$ cat config.mk
export PLATFORM = sky130hd
export DESIGN_NAME = dmem_arbiter
export DESIGN_NICKNAME = d
export VERILOG_FILES = /design/src/rtl/dmem_arbiter.sv
export SDC_FILE = /design/constraint.sdc
export NUM_CORES = 1
export LEC_CHECK = 0
export ABC_AREA = 1
export BUFFER_PORTS_ARGS = -buffer_cell sky130_fd_sc_hd__clkbuf_2
export CORE_UTILIZATION = 44
export DETAILED_ROUTE_END_ITERATION = 10
export GPL_TIMING_DRIVEN = 0
export PLACE_DENSITY = 0.82
export SLEW_MARGIN = 0
export SYNTH_ARGS = -nofsm -noshare
export SYNTH_HDL_FRONTEND = slang
export SYNTH_SLANG_ARGS = --single-unit
$ cat constraint.sdc
create_clock -name clk -period 2.6 [get_ports clk]
set_clock_uncertainty 0.15 [all_clocks]
set_input_delay 0.39 -clock clk [delete_from_list [all_inputs] [get_ports clk]]
set_output_delay 0.39 -clock clk [all_outputs]
set_load 0.05 [all_outputs]
$ cat src/rtl/dmem_arbiter.sv
// ----------------------------------------------------------------------------
// dmem_arbiter
//
// Round-robin arbiter that lets CORE_COUNT cores share one single-port
// synchronous data memory. Each access takes one ACCESS cycle, in which the
// winner's request is presented to the memory. A read adds one READ cycle,
// in which the memory's registered read data is returned to that core.
//
// Ports:
//   clk        system clock; all state changes on the rising edge
//   rstN       synchronous active-low reset
//   req        per-core access request (bit i = core i)
//   wrEn       per-core write flag (1 = write, 0 = read), qualified by req
//   addr       per-core address, core i at [i*ADDR_WIDTH +: ADDR_WIDTH]
//   wrData     per-core write data, sliced like addr
//   gnt        one-hot grant, high for the ACCESS cycle only
//   rdValid    one-hot read-data-valid, high for the READ cycle only
//   rdData     read data broadcast to all cores, zero outside READ
//   memAddr    shared memory address
//   memWrEn    shared memory write enable
//   memWrData  shared memory write data
//   memRdData  memory read data, valid one cycle after a read address
//   busy       high whenever the arbiter is not IDLE
// ----------------------------------------------------------------------------
module dmem_arbiter #(
  parameter int CORE_COUNT = 4,
  parameter int ADDR_WIDTH = 12,
  parameter int DATA_WIDTH = 12
) (
  input  logic                             clk,
  input  logic                             rstN,
  input  logic [CORE_COUNT-1:0]            req,
  input  logic [CORE_COUNT-1:0]            wrEn,
  input  logic [CORE_COUNT*ADDR_WIDTH-1:0] addr,
  input  logic [CORE_COUNT*DATA_WIDTH-1:0] wrData,
  output logic [CORE_COUNT-1:0]            gnt,
  output logic [CORE_COUNT-1:0]            rdValid,
  output logic [DATA_WIDTH-1:0]            rdData,
  output logic [ADDR_WIDTH-1:0]            memAddr,
  output logic                             memWrEn,
  output logic [DATA_WIDTH-1:0]            memWrData,
  input  logic [DATA_WIDTH-1:0]            memRdData,
  output logic                             busy
);

  localparam int IDX_W = (CORE_COUNT > 1) ? $clog2(CORE_COUNT) : 1;
  localparam logic [IDX_W:0] N_L = (IDX_W+1)'(CORE_COUNT);

  typedef enum logic [1:0] {
    IDLE   = 2'd0,
    ACCESS = 2'd1,
    READ   = 2'd2
  } state_t;

  state_t                  state_q;
  logic [IDX_W-1:0]        ptr_q;
  logic [IDX_W-1:0]        winner_q;
  logic [CORE_COUNT-1:0]   gnt_q;
  logic [CORE_COUNT-1:0]   rd_valid_q;
  logic [ADDR_WIDTH-1:0]   mem_addr_q;
  logic                    mem_wr_en_q;
  logic [DATA_WIDTH-1:0]   mem_wr_data_q;
  logic                    busy_q;

  logic [IDX_W-1:0]        winner_d;
  logic [IDX_W-1:0]        cand_d;
  logic                    found_d;
  logic [CORE_COUNT-1:0]   win_onehot_d;
  logic [ADDR_WIDTH-1:0]   win_addr_d;
  logic [DATA_WIDTH-1:0]   win_data_d;
  logic                    win_wr_d;

  // (base + offs) mod CORE_COUNT; both operands are already below CORE_COUNT,
  // so a single conditional subtract is enough.
  function automatic logic [IDX_W-1:0] wrap_add(input logic [IDX_W-1:0] base,
                                                input logic [IDX_W-1:0] offs);
    logic [IDX_W:0] sum;
    sum = {1'b0, base} + {1'b0, offs};
    if (sum >= N_L) begin
      sum = sum - N_L;
    end
    return sum[IDX_W-1:0];
  endfunction

  // Round-robin pick: first requesting core at or above the pointer, wrapping.
  always_comb begin
    winner_d = ptr_q;
    cand_d   = ptr_q;
    found_d  = 1'b0;
    for (int k = 0; k < CORE_COUNT; k++) begin
      cand_d = wrap_add(ptr_q, IDX_W'(k));
      if (!found_d && req[cand_d]) begin
        found_d  = 1'b1;
        winner_d = cand_d;
      end
    end
  end

  always_comb begin
    win_onehot_d = CORE_COUNT'(1) << winner_d;
    win_addr_d   = addr[winner_d*ADDR_WIDTH +: ADDR_WIDTH];
    win_data_d   = wrData[winner_d*DATA_WIDTH +: DATA_WIDTH];
    win_wr_d     = wrEn[winner_d];
  end

  // Single FSM process. The memory-side registers double as the latched
  // request: they are loaded when leaving IDLE and cleared when leaving
  // ACCESS, so the mem* outputs never see req combinationally.
  always_ff @(posedge clk) begin
    if (!rstN) begin
      state_q       <= IDLE;
      ptr_q         <= '0;
      winner_q      <= '0;
      gnt_q         <= '0;
      rd_valid_q    <= '0;
      mem_addr_q    <= '0;
      mem_wr_en_q   <= 1'b0;
      mem_wr_data_q <= '0;
      busy_q        <= 1'b0;
    end else begin
      case (state_q)
        IDLE: begin
          if (|req) begin
            state_q       <= ACCESS;
            winner_q      <= winner_d;
            gnt_q         <= win_onehot_d;
            mem_addr_q    <= win_addr_d;
            mem_wr_en_q   <= win_wr_d;
            mem_wr_data_q <= win_data_d;
            busy_q        <= 1'b1;
          end
        end
        ACCESS: begin
          gnt_q         <= '0;
          mem_addr_q    <= '0;
          mem_wr_en_q   <= 1'b0;
          mem_wr_data_q <= '0;
          ptr_q         <= wrap_add(winner_q, IDX_W'(1));
          if (mem_wr_en_q) begin
            state_q <= IDLE;
            busy_q  <= 1'b0;
          end else begin
            // The grant vector already is the winner's one-hot code.
            state_q    <= READ;
            rd_valid_q <= gnt_q;
          end
        end
        READ: begin
          rd_valid_q <= '0;
          state_q    <= IDLE;
          busy_q     <= 1'b0;
        end
        default: begin
          state_q       <= IDLE;
          gnt_q         <= '0;
          rd_valid_q    <= '0;
          mem_addr_q    <= '0;
          mem_wr_en_q   <= 1'b0;
          mem_wr_data_q <= '0;
          busy_q        <= 1'b0;
        end
      endcase
    end
  end

  // A read interrupted by reset must not signal valid data, even when reset
  // arrives during the READ cycle itself, so the read return path is masked
  // by rstN.
  assign rdValid   = rd_valid_q & {CORE_COUNT{rstN}};
  assign rdData    = ((state_q == READ) && rstN) ? memRdData : '0;
  assign gnt       = gnt_q;
  assign memAddr   = mem_addr_q;
  assign memWrEn   = mem_wr_en_q;
  assign memWrData = mem_wr_data_q;
  assign busy      = busy_q;

endmodule

==> results of run 1 <==
## path summary, 6_finish.rpt
path	to	slack, ns	from	cells past startpoint
max	memWrEn	0.30	ptr_q[0]	15
min	memWrData[4]	0.30	wrData[4]	7
max reg2reg	memWrEn	0.30	ptr_q[0]	15
min reg2reg	memAddr[10]	0.30	memAddr[10]	2
## logic make-up after synthesis
kind of cell / Yosys count / share of synthesized area, %
and+or+nand+nor: 399 / 57.9
AOI/OAI and AO/OA: 17 / 3.22
buffers and inverters: 62 / 9.97
xor gates and xnor gates: 1 / 0.313
DFF: 40 / 28.6
## layer usage
layer	wire length, µm	track usage (%)	share of wire [%]
met4	113	10.9	1.3
met1	3690	32.2	41
met2	4410	49.9	49
met3	710	5.00	8.0
met5	0	0	0
## through the flow
step / instance area [µm²] / hold WS [ns]
6_report: 3790 / 0.302
5_1_grt: 3790 / 0.327
4_1_cts: 3790 / 0.306
3_5_place_dp: 3700 / 0.292
3_3_place_gp: 3700 / 0.286
2_1_floorplan: 2800 / 0.297
## cell usage in the layout (no fill, tap or decap), types with 2 or more instances in the layout
cell type and n:
nand2_1 310, clkbuf_2 162, nand3_1 64, dfxtp_1 40, inv_1 29, nor2_1 17, buf_2 11, clkbuf_1 10
a21oi_1 6, o21ai_0 5, clkbuf_8 5, inv_2 4, buf_4 4, o22ai_1 4, nand2_2 3, buf_6 2
o21ai_1 2, clkinv_2 2
## area by class of cell
| cell class | instances | share of cell area [%] |
|---|---|---|
| Timing Repair Buffer | 162 | 21.4 |
| Inverter | 34 | 3.43 |
| Tap cell | 75 | 2.48 |
| Sequential cell | 40 | 21.1 |
| Clock inverter | 3 | 0.495 |
| Clock buffer | 5 | 1.82 |
| Multi-Input combinational cell | 417 | 45.3 |
| Buffer | 28 | 3.93 |
## power by group
part	total (mW)	switching [mW]	internal (mW)
sequential	0.820	0.0779	0.742
clock	0.413	0.226	0.187
combinational	1.91	1.35	0.566
## worst min-delay path: stages
cell and delay (ns):
clkbuf_2 0.07, nand2_1 0.04, nand2_1 0.05, nand2_1 0.04
nand2_1 0.05, nand2_1 0.04, nand2_1 0.04
## flip-flops by register name (all words and copies together) (netlist names)
register    count
memAddr        12
memWrData      12
gnt             4
rd_valid_q      4
ptr_q           2
state_q         2
winner_q        2
busy            1
memWrEn         1
==> results.json, run 1 <==
{
  "drt_pass1_iterations": 5,
  "hold_buffers": 0,
  "synth-main-ff-cell": "dfxtp_1",
  "finalCriticalPeriod_ns": 2.30,
  "clkTransAtPathRegs_ns": 0.09,
  "period_share_pct": 88.4,
  "grt_pass1_wl_um": 14200,
  "ant_nets": 0,
  "max_freq_ghz": 0.435,
  "drt_wl_total_um": 8920,
  "worst_ep_required_time_ns": 2.64,
  "h-tree-depth": 2,
  "antenna_found_initial": 0,
  "place_hpwl_um": 6990,
  "yosysSeqAreaShare_pct": 28.6,
  "synthTopCellsByCount": "310 x nand2_1, 64 x nand3_1, 40 x dfxtp_1",
  "worst_setup_path_start_kind": "register",
  "initial_core_util_pct": 46.4,
  "cts_buffers": 5,
  "drc": 0,
  "status": "finished, final reports clean",
  "avgSynthCellArea_um2": 5.39,
  "dp_cells": 756,
  "irDropWorstVdd_mv": 0.404,
  "area_growth_pct": 35.5,
  "grt.total_usage_pct": 27.7,
  "pin_count": 164,
  "crit_fanout": 10,
  "root_buffer": "clkbuf_8",
  "io_buffer_count": 162,
  "postSynthNetCount": 637,
  "cap_violations": 0,
  "synth_warnings": 0,
  "rows": 28,
  "cpMostUsedCell": "nand2_1",
  "min_path_type": "in2reg",
  "final_cells": 764,
  "cp.arrival_ns": 2.33,
  "drive_gt1_share_pct": 28.9,
  "yosysTopAreaCell": "nand2_1",
  "synth_seq_cells": 40,
  "cpLargestDelayFamily": "simple AND/OR/NAND/NOR gates",
  "async_flop_share_pct": 0,
  "vias": 3660,
  "cts_tree": "built",
  "cp_slowest_cell": "dfxtp_1",
  "dp_worst_setup_slack_ns": 0.186,
  "slew_headroom_pct": 44.7,
  "insertion_delay_ns": 0.30,
  "post_cts_buffers": 0,
  "synth_cell_types": 23,
  "synth_edf_count": 0,
  "dieHeight_um": 81.7,
  "post_cts_resized": 0,
  "routed_via_density": 4.79,
  "syn-instance-count": 519,
  "synth_area_mm2": 0.00280,
  "grt_pass1_vias": 3229,
  "rsz0062_at_grt": "no",
  "crit_chain": "buf_4 > nand2_1 > nand3_1 > nand2_1 > nor2_4 > nand2_1 > nand2_2 > nand2_2 > buf_2 > nand2_1 > nand2_1 > nand2_1 > nand2_1 > nand2_1 > nand2_1",
  "fp.dieW_um": 81.7,
  "critPathMaxStageDelay_ns": 0.42,
  "die_area_mm2": 0.00668,
  "power_leakage_nw": 2.43,
  "n_antenna_cell": 0,
  "finalMaxSlewViolations": 0,
  "synth.area.top_cells": "nand2_1 42%, dfxtp_1 29%, nand3_1 11%, inv_1 3.9%, nor2_1 2.3%",
  "synth_top_area_share_pct": 41.6,
  "multi_input_area_mm2": 0.00172,
  "setup_viol": 0,
  "drt-wirelength-per-cell_um": 11.7,
  "worst_slew_pin_slew_ns": 0.826,
  "finish.utilization_pct": 62.9,
  "ff_latch_area_um2": 801,
  "drt-initial-drc-count": 136,
  "nets": 806,
  "overflow": 0,
  "place_congestion": 0.854,
  "grt_max_degree": 14,
  "total_power_mw": 3.15,
  "power.density_mw_per_mm2": 830,
  "path_buf_inv": 2,
  "fillers": 642,
  "cp-end-kind": "register",
  "path_class": "reg2reg",
  "tns_ns": 0,
  "synth.most_common_cell": "nand2_1",
  "ctsLongestPathBuffers": 2,
  "clock-sinks": 40,
  "setup_slack_ns": 0.302,
  "hold_viol": 0,
  "core_area_mm2": 0.00603
}
No activity file was read; power rests on OpenSTA's default activity.
==> run 2, diff against run 1 <==
Settings changed: CAP_MARGIN set to 40, RECOVER_POWER set to 100.
==> run 2 against run 1 <==
Cell area down 1.6%. Worst hold slack better by 0.0011 ns. First-iteration DRC count decreased by 1.5%. Non-clock buffer count did not move. Largest power group unchanged.
==> results.json, run 2 (synthesized netlist as in run 1, its figures left out) <==
{
  "crit_start": "rstN",
  "overflow": 0,
  "nets": 806,
  "p_sw_share_pct": 53.0,
  "status": "finished, final reports clean",
  "root_buffer": "clkbuf_8",
  "area_growth_pct": 33.4,
  "rr_worst_depth": 17,
  "hold_buffers": 0,
  "grt.total_usage_pct": 27.7,
  "drt_pass1_iterations": 5,
  "cts_tree": "built",
  "clkTransAtPathRegs_ns": 0.07,
  "n_antenna_cell": 0,
  "post_cts_buffers": 0,
  "path_class": "in2out",
  "clock-sinks": 40,
  "cp-end-kind": "output port",
  "tns_ns": 0,
  "cts_buffers": 5,
  "layout_common_cells": "310 x nand2_1, 117 x clkbuf_2, 64 x nand3_1",
  "crit_fanout": 10,
  "grt_pass1_wl_um": 14200,
  "post_cts_resized": 0,
  "r2r-end": "memWrEn",
  "final_common_cell": "nand2_1",
  "setup_slack_ns": 0.261,
  "setup_viol": 0,
  "rows": 28,
  "place_congestion": 0.854,
  "h-tree-depth": 2,
  "r2r-start": "ptr_q[0]",
  "total_power_mw": 3.11,
  "vias": 3676,
  "slew_headroom_pct": 46.6,
  "worst_ep_required_time_ns": 2.06,
  "drt-wirelength-per-cell_um": 11.8,
  "r2r_slack_ns": 0.30,
  "dieHeight_um": 81.7,
  "io_buffer_count": 162,
  "power.switching_mw": 1.65,
  "worstSetupEndpoint": "rdData[8]",
  "max_freq_ghz": 0.427,
  "irDropWorstVdd_mv": 0.370,
  "antenna_found_initial": 0,
  "drive_gt1_share_pct": 22.4,
  "power_leakage_nw": 2.28,
  "ctsLongestPathBuffers": 2,
  "core_area_mm2": 0.00603,
  "dpl_cell_area_mm2": 0.00370,
  "finalCriticalPeriod_ns": 2.34,
  "period_share_pct": 90.0,
  "cp.arrival_ns": 1.80,
  "hold_viol": 0,
  "worst_slew_pin_slew_ns": 0.797,
  "rsz0062_at_grt": "no",
  "place_hpwl_um": 6990,
  "fp.dieW_um": 81.7,
  "finalMaxSlewViolations": 0,
  "drt_wl_total_um": 8980,
  "power.density_mw_per_mm2": 835,
  "worst_setup_path_start_kind": "primary input",
  "cap_violations": 0,
  "power_frac_seq_pct": 26.3,
  "grt_pass1_vias": 3229,
  "pwr-share-comb_pct": 60.4,
  "die_area_mm2": 0.00668,
  "final_area_mm2": 0.00373,
  "ant_nets": 0,
  "min_path_type": "reg2reg",
  "intPower_mw": 1.46,
  "grt_max_degree": 14,
  "insertion_delay_ns": 0.30,
  "routed_via_density": 4.81,
  "initial_core_util_pct": 46.4,
  "pin_count": 164,
  "clockPowerShare_pct": 13.3,
  "drt-initial-drc-count": 134,
  "dp_worst_setup_slack_ns": 0.186,
  "drc": 0,
  "fillers": 666
}
run 2: cell counts in the layout (fill, tap and decap cells not counted):
Identical to the previous run, type by type.
run 2: worst min path at each step:
stage | startpoint | endpoint | slack, ns | cells past startpoint
finish | memAddr[10] | memAddr[10] | 0.30 | 2
global route | wrData[4] | memWrData[4] | 0.33 | 7
CTS | memAddr[10] | memAddr[10] | 0.31 | 2
detailed placement | memAddr[10] | memAddr[10] | 0.29 | 2
global placement | memWrData[7] | memWrData[7] | 0.29 | 2
floorplan | winner_q[0] | ptr_q[0] | 0.30 | 1
run 2: per-stage QoR:
step | util (%) | std cells | hold WS, ns
after floorplan | - | 519 | 0.297
after global placement | 61.4 | 756 | 0.286
after detailed placement | 61.4 | 756 | 0.292
after CTS | 62.9 | 764 | 0.306
after global routing | 61.9 | 764 | 0.327
final | 61.9 | 764 | 0.303
run 2: per-layer routing:
| metal | share of wire, % | wire length, µm | global-route usage (%) | up-vias |
|---|---|---|---|---|
| met5 | 0 | 0 | 0 | - |
| met4 | 1.7 | 150 | 10.9 | 0 |
| met3 | 8.7 | 777 | 5.00 | 16 |
| met2 | 49 | 4370 | 49.9 | 190 |
| met1 | 41 | 3680 | 32.2 | 1542 |
| li1 | - | - | - | 1928 |
run 2: final cells by class:
type	instances	area (µm²)	share of cell area, %
Buffer	28	149	3.99
Clock buffer	5	68.8	1.84
Clock inverter	3	18.8	0.503
Inverter	34	128	3.42
Multi-Input combinational cell	417	1720	46.0
Sequential cell	40	801	21.5
Tap cell	75	93.8	2.52
Timing Repair Buffer	162	754	20.2
run 2: power by group through the flow:
stage	combinational (mW)	sequential (mW)	clock [mW]
2_1_floorplan	1.05	1.20	0
3_3_place_gp	1.88	0.829	0
3_5_place_dp	1.91	0.832	0
4_1_cts	1.92	0.820	0.419
5_1_grt	2.11	0.834	0.444
6_report	1.88	0.820	0.413
run 2: worst max-delay path, stage by stage:
cell and delay (ns):
clkbuf_1 0.34, nand3_1 0.21, clkbuf_1 0.24, nor2_1 0.14, clkbuf_1 0.48
